### config.mk
export PLATFORM = sky130hd
export DESIGN_NAME = qam16_symbol_mapper_flat
export DESIGN_NICKNAME = d
export VERILOG_FILES = /design/src/rtl/qam16_symbol_mapper_pkg.sv /design/src/rtl/qam16_symbol_mapper_if.sv /design/src/rtl/qam16_symbol_mapper_level_map.sv /design/src/rtl/qam16_symbol_mapper.sv /design/src/flat_wrapper.sv
export SDC_FILE = /design/constraint.sdc
export NUM_CORES = 1
export LEC_CHECK = 0
export ABC_AREA = 1
export BUFFER_PORTS_ARGS = -buffer_cell sky130_fd_sc_hd__buf_2
export CORE_MARGIN = 2
export CORE_UTILIZATION = 35
export DETAILED_ROUTE_END_ITERATION = 8
export RECOVER_POWER = 25
export SYNTH_ARGS = -nofsm -noshare
export SYNTH_HDL_FRONTEND = slang
export SYNTH_SLANG_ARGS = --single-unit
### constraint.sdc
create_clock -name clk -period 1.75 [get_ports clk]
set_clock_uncertainty 0.15 [all_clocks]
set_input_delay 0.2625 -clock clk [delete_from_list [all_inputs] [get_ports clk]]
set_output_delay 0.2625 -clock clk [all_outputs]
set_load 0.005 [all_outputs]
### src/rtl/qam16_symbol_mapper_pkg.sv
// Shared types and constants for the 16-QAM symbol mapper: FSM states,
// per-axis level codes, level multipliers and dmod field positions.
package mod_pkg;

  typedef enum logic {IDLE, TX} state_t;

  localparam logic [1:0] CODE_00 = 2'b00;
  localparam logic [1:0] CODE_01 = 2'b01;
  localparam logic [1:0] CODE_10 = 2'b10;
  localparam logic [1:0] CODE_11 = 2'b11;

  localparam int LVL_N3 = -3;
  localparam int LVL_N1 = -1;
  localparam int LVL_P1 = 1;
  localparam int LVL_P3 = 3;

  localparam int LAST_BIT = 4;
  localparam int I_MSB    = 3;
  localparam int Q_MSB    = 1;

endpackage

### src/rtl/qam16_symbol_mapper_if.sv
// Symbol-in / sample-out bundle of the mapper: RAM-side ready/valid handshake
// plus DAC-side strobe and I/Q samples. master = upstream/DAC side, slave = mapper.
interface qam16_symbol_mapper_if #(
  parameter int OW = 8
) ();
  logic [4:0]           dmod;
  logic                 mod_en;
  logic                 mod_rdy;
  logic                 dac_en;
  logic signed [OW-1:0] i_out;
  logic signed [OW-1:0] q_out;
  logic                 iq_valid;
  logic                 sym_last;

  modport master (
    output dmod, mod_en, dac_en,
    input  mod_rdy, i_out, q_out, iq_valid, sym_last
  );

  modport slave (
    input  dmod, mod_en, dac_en,
    output mod_rdy, i_out, q_out, iq_valid, sym_last
  );
endinterface

### src/rtl/qam16_symbol_mapper_level_map.sv
// Combinational per-axis 2-bit code -> signed level (+/-AMP, +/-3*AMP).
// Define MOD_GRAY_EN for Gray per-axis mapping; natural binary otherwise.
module qam16_level_map
  import mod_pkg::*;
#(
  parameter int OW  = 8,
  parameter int AMP = 32
) (
  input  logic [1:0]           code,
  output logic signed [OW-1:0] level
);

  localparam logic signed [OW-1:0] L_N3 = OW'(LVL_N3 * AMP);
  localparam logic signed [OW-1:0] L_N1 = OW'(LVL_N1 * AMP);
  localparam logic signed [OW-1:0] L_P1 = OW'(LVL_P1 * AMP);
  localparam logic signed [OW-1:0] L_P3 = OW'(LVL_P3 * AMP);

  always_comb begin
    level = '0;
    case (code)
`ifdef MOD_GRAY_EN
      CODE_00: level = L_N3;
      CODE_01: level = L_N1;
      CODE_11: level = L_P1;
      CODE_10: level = L_P3;
`else
      CODE_00: level = L_N3;
      CODE_01: level = L_N1;
      CODE_10: level = L_P1;
      CODE_11: level = L_P3;
`endif
    endcase
  end

endmodule

### src/rtl/qam16_symbol_mapper.sv
// 16-QAM symbol mapper: two-deep symbol buffer (cur + hold), each symbol held for
// SPS dac_en strobes. Mapping selected by MOD_GRAY_EN inside qam16_level_map.
//
// state | meaning
// IDLE  | no live symbol, outputs zero, waiting for a symbol
// TX    | cur symbol on i_out/q_out, cnt counts dac_en strobes
module qam16_symbol_mapper
  import mod_pkg::*;
#(
  parameter int SPS = 4,
  parameter int OW  = 8,
  parameter int AMP = 32
) (
  input  logic               clk,
  input  logic               reset_n,
  qam16_symbol_mapper_if.slave bus
);

  localparam int CW = $clog2(SPS);
  localparam logic [CW-1:0] CNT_LAST = CW'(SPS - 1);

  state_t          state, state_nxt;
  logic [CW-1:0]   cnt, cnt_nxt;
  logic [4:0]      cur_sym, cur_nxt;
  logic [4:0]      hold_sym, hold_nxt;
  logic            hold_valid, hold_valid_nxt;
  logic            accept;
  logic signed [OW-1:0] lvl_i, lvl_q;

  assign accept = bus.mod_en && bus.mod_rdy;

  always_comb begin
    state_nxt      = state;
    cnt_nxt        = cnt;
    cur_nxt        = cur_sym;
    hold_nxt       = hold_sym;
    hold_valid_nxt = hold_valid;
    case (state)
      IDLE: begin
        if (accept) begin
          cur_nxt   = bus.dmod;
          cnt_nxt   = '0;
          state_nxt = TX;
        end
      end
      TX: begin
        if (bus.dac_en && cnt == CNT_LAST) begin
          cnt_nxt = '0;
          if (hold_valid) begin
            cur_nxt        = hold_sym;
            hold_valid_nxt = 1'b0;
            if (accept) begin
              hold_nxt       = bus.dmod;
              hold_valid_nxt = 1'b1;
            end
          end else if (accept) begin
            cur_nxt = bus.dmod;
          end else begin
            state_nxt = IDLE;
          end
        end else begin
          if (bus.dac_en) cnt_nxt = cnt + CW'(1);
          if (accept) begin
            hold_nxt       = bus.dmod;
            hold_valid_nxt = 1'b1;
          end
        end
      end
      default: state_nxt = IDLE;
    endcase
  end

  qam16_level_map #(.OW(OW), .AMP(AMP)) u_map_i (
    .code  (cur_nxt[I_MSB -: 2]),
    .level (lvl_i)
  );

  qam16_level_map #(.OW(OW), .AMP(AMP)) u_map_q (
    .code  (cur_nxt[Q_MSB -: 2]),
    .level (lvl_q)
  );

  // Outputs are registered from the next-state symbol so they change on the
  // same edge as cur and stay constant for the whole symbol.
  always_ff @(posedge clk or negedge reset_n) begin
    if (!reset_n) begin
      state        <= IDLE;
      cnt          <= '0;
      cur_sym      <= '0;
      hold_sym     <= '0;
      hold_valid   <= 1'b0;
      bus.mod_rdy  <= 1'b1;
      bus.i_out    <= '0;
      bus.q_out    <= '0;
      bus.iq_valid <= 1'b0;
      bus.sym_last <= 1'b0;
    end else begin
      state        <= state_nxt;
      cnt          <= cnt_nxt;
      cur_sym      <= cur_nxt;
      hold_sym     <= hold_nxt;
      hold_valid   <= hold_valid_nxt;
      bus.mod_rdy  <= !hold_valid_nxt;
      bus.iq_valid <= (state_nxt == TX);
      bus.sym_last <= (state_nxt == TX) && cur_nxt[LAST_BIT];
      bus.i_out    <= (state_nxt == TX) ? lvl_i : '0;
      bus.q_out    <= (state_nxt == TX) ? lvl_q : '0;
    end
  end

endmodule

### src/flat_wrapper.sv
// flat-port wrapper written by rule: the top's interface ports become plain ports
module qam16_symbol_mapper_flat import mod_pkg::*;
#(
  parameter int SPS = 4,
  parameter int OW  = 8,
  parameter int AMP = 32
)
  (clk, reset_n, bus_dmod, bus_mod_en, bus_dac_en, bus_mod_rdy, bus_i_out, bus_q_out, bus_iq_valid, bus_sym_last);
  qam16_symbol_mapper_if #(.OW(OW)) bus_i ();
  input  logic clk;
  input  logic reset_n;
  input wire logic [$bits(bus_i.dmod)-1:0] bus_dmod;
  input wire logic [$bits(bus_i.mod_en)-1:0] bus_mod_en;
  input wire logic [$bits(bus_i.dac_en)-1:0] bus_dac_en;
  output wire logic [$bits(bus_i.mod_rdy)-1:0] bus_mod_rdy;
  output wire logic [$bits(bus_i.i_out)-1:0] bus_i_out;
  output wire logic [$bits(bus_i.q_out)-1:0] bus_q_out;
  output wire logic [$bits(bus_i.iq_valid)-1:0] bus_iq_valid;
  output wire logic [$bits(bus_i.sym_last)-1:0] bus_sym_last;
  assign bus_i.dmod = bus_dmod;
  assign bus_i.mod_en = bus_mod_en;
  assign bus_i.dac_en = bus_dac_en;
  assign bus_mod_rdy = bus_i.mod_rdy;
  assign bus_i_out = bus_i.i_out;
  assign bus_q_out = bus_i.q_out;
  assign bus_iq_valid = bus_i.iq_valid;
  assign bus_sym_last = bus_i.sym_last;
  qam16_symbol_mapper #(.SPS(SPS), .OW(OW), .AMP(AMP)) u_core (.clk(clk), .reset_n(reset_n), .bus(bus_i));
endmodule
==> results.txt <==
largest net degree at the start of global routing: 21
die height: 60.34 microns
Total Wirelength: 2078 microns
DR pass1 iterations: 4
antenna viol nets, final: 0
DR vias/cell: 4.426
max-slew violation count: 0
synthesized area: 0.001111 sq mm
Critical Path RT: 1.80 ns
worst skew pair latency: 0.30 ns
r2r startpoint: u_core.bus.mod_rdy
max_slew headroom: 0.3056
Max Cap Viol: 0
Peak Freq: 640.3 MHz
Ports: 28
vias: 832
clock sinks: 20
RSZ-0062 raised after global routing: no
minimum clock period: 1.562 ns
Final Setup Violations: 0
first-pass GRT wire length: 3463 microns
Power, Total: 2.110 mW
CP Class: reg2reg
Nets: 155
Avg Synthesized Cell Area: 8.680 sq um
DRC Markers: 0
outcome: finished clean
FF-to-FF path depth: 5
Final Hold Viols: 0
CP arrival: 1.61 ns
Synth cell types: 23
Min Hold Slack: 0.05365 ns
#FFs+latches synth: 20
worst-margin pin slew: 1.042 ns
setup ws final: 0.1883 ns
Antenna Cells: 0
Final period util: 0.8924
Pwr Density: 1737 mW/mm^2
Synth Instances: 128
pre-CTS setup slack: 0.1697 ns
P&R area growth vs syn: 9.347%
initial antenna violation count: 0
R2R Setup Slk: 0.19 ns
met1 Use GR: 0.1482
Routed wire per std cell: 11.05 microns
Initial DRC Count: 24
core footprint: 0.003028 sq mm
hold endpoint: u_core.hold_sym[1]
register area share after synthesis: 0.4516
number of I/O port buffers: 17
CTS root buf: clkbuf_4
HP Class: in2reg
met2 usage: 0.2096
CTS clock-pin slew for the worst setup and hold paths: 0.11 ns
post-CTS setup repair buffer count: 0
grt met3 use: 0.05757
DP Area: 0.001167 sq mm
Die Wd: 60.34 microns
hold path start: bus_dmod[1]
Yosys warnings: 0
TritonCTS clock tree: done
layout cells sized above 1: 0.3125
final instance area: 0.001215 sq mm
Pleak: 0.6026 nW
CP Capture Type: flip-flop
Clock Tree Buf Depth: 2
CP Launch Type: flip-flop
grt peak-use layer: met2
vias in the first global route: 810
post-DP HPWL: 1572 microns
Max VDD drop: 0.0006264 V
die area: 0.003641 sq mm
GR Util All Layers: 0.1295
CTS HTree Levels: 1
Worst Hold Path Cells: 3
GPL Wtd Cong: 0.7749
CTS Buf Count: 3
remaining global-route overflow: 0
Worst Path Max Fanout: 11
Setup TNS: 0 ns
Cell Rows: 20
Starting Density: 0.3669
Crit Reg-Reg Endpoint: u_core.hold_sym[2]
[layout by cell type, fill, tap and decap left out, drive strengths merged]
cell type / n
nand2: 27
dfstp: 1
a21oi: 12
dfrtp: 19
a21boi: 2
ha: 1
dlygate4sd3: 1
inv: 14
nand4: 1
nand3: 18
conb: 10
clkbuf: 5
buf: 16
o21ai: 9
clkinv: 1
nor2: 7
[cells in the mapped netlist (all sizes together)]
master,number,area share
a21boi,2,0.014
inv,14,0.047
dfrtp,19,0.43
o21ai,9,0.057
conb,1,0.0034
nor2,7,0.024
nand4,1,0.0056
nand2,27,0.11
buf,15,0.11
nand3,18,0.086
ha,1,0.011
clkinv,1,0.0079
a21oi,12,0.078
dfstp,1,0.024
[report_power, final]
| part | total [mW] | switching [mW] | internal, mW |
|---|---|---|---|
| Combinational | 0.970 | 0.569 | 0.402 |
| Clock | 0.269 | 0.142 | 0.127 |
| Sequential | 0.871 | 0.165 | 0.706 |
[timing repair]
action	in CTS	in global routing
endpoints found under the hold margin	19	0
gates resized for setup	0	1
setup endpoints to repair	0	1
hold buffers	1	0
[final cells by class]
cell class | instances | area [sq um]
Multi-Input combinational cell | 87 | 466.7
Sequential cell | 20 | 501.7
Timing Repair Buffer | 18 | 93.84
Tap cell | 44 | 55.05
Clock buffer | 4 | 36.28
Inverter | 15 | 61.31
Fill cell | 313 | 1813
[through the flow]
step           cells    util
2_1_floorplan    137       -
3_3_place_gp     183  0.3855
3_5_place_dp     183  0.3855
4_1_cts          188  0.4008
5_1_grt          188  0.4012
6_report         188  0.4012
[sequential cells by signal (all words and copies together) (netlist names)]
register             flops
u_core.bus.q_out         2
u_core.cur_sym           5
u_core.cnt               2
u_core.hold_valid        1
u_core.hold_sym          5
u_core.bus.mod_rdy       1
u_core.bus.sym_last      1
u_core.bus.i_out         3
[per-layer routing]
metal,part of all wire,vias up
li1,-,426
met1,0.47,382
met2,0.46,18
met3,0.049,6
met4,0.016,0
met5,0,-
[kinds of logic (layout without fill, tap and decap cells)]
kind of cell,count (synthesis),count (layout),share of synthesized area
compound gates,23,23,0.1486
simple gates,53,53,0.2241
buf+inv,30,37,0.1610
other cells,1,10,0.003375
fa+ha+maj,1,1,0.01126
flops,20,20,0.4516
[how the worst max path moves through the flow]
| stage | startpoint | endpoint | slack [ns] | depth (start not counted) |
|---|---|---|---|---|
| 2_1_floorplan | u_core.cnt[0] | u_core.bus.i_out[7] | 0.39 | 7 |
| 3_3_place_gp | u_core.bus.mod_rdy | u_core.hold_sym[2] | 0.21 | 5 |
| 3_5_place_dp | u_core.cnt[0] | u_core.bus.sym_last | 0.17 | 7 |
| 4_1_cts | u_core.cnt[0] | u_core.bus.i_out[6] | 0.14 | 6 |
| 5_1_grt | reset_n | u_core.bus.q_out[6] | 0.05 | 2 |
| 6_report | u_core.bus.mod_rdy | u_core.hold_sym[2] | 0.19 | 5 |
[critical path, stage by stage, from the launching register on]
cell	delay [ns]
dfstp_2	0.63
nand2_4	0.12
clkinv_4	0.07
nand3_2	0.27
nand2_1	0.17
o21ai_2	0.06
No activity file was read; power rests on OpenSTA's default activity.
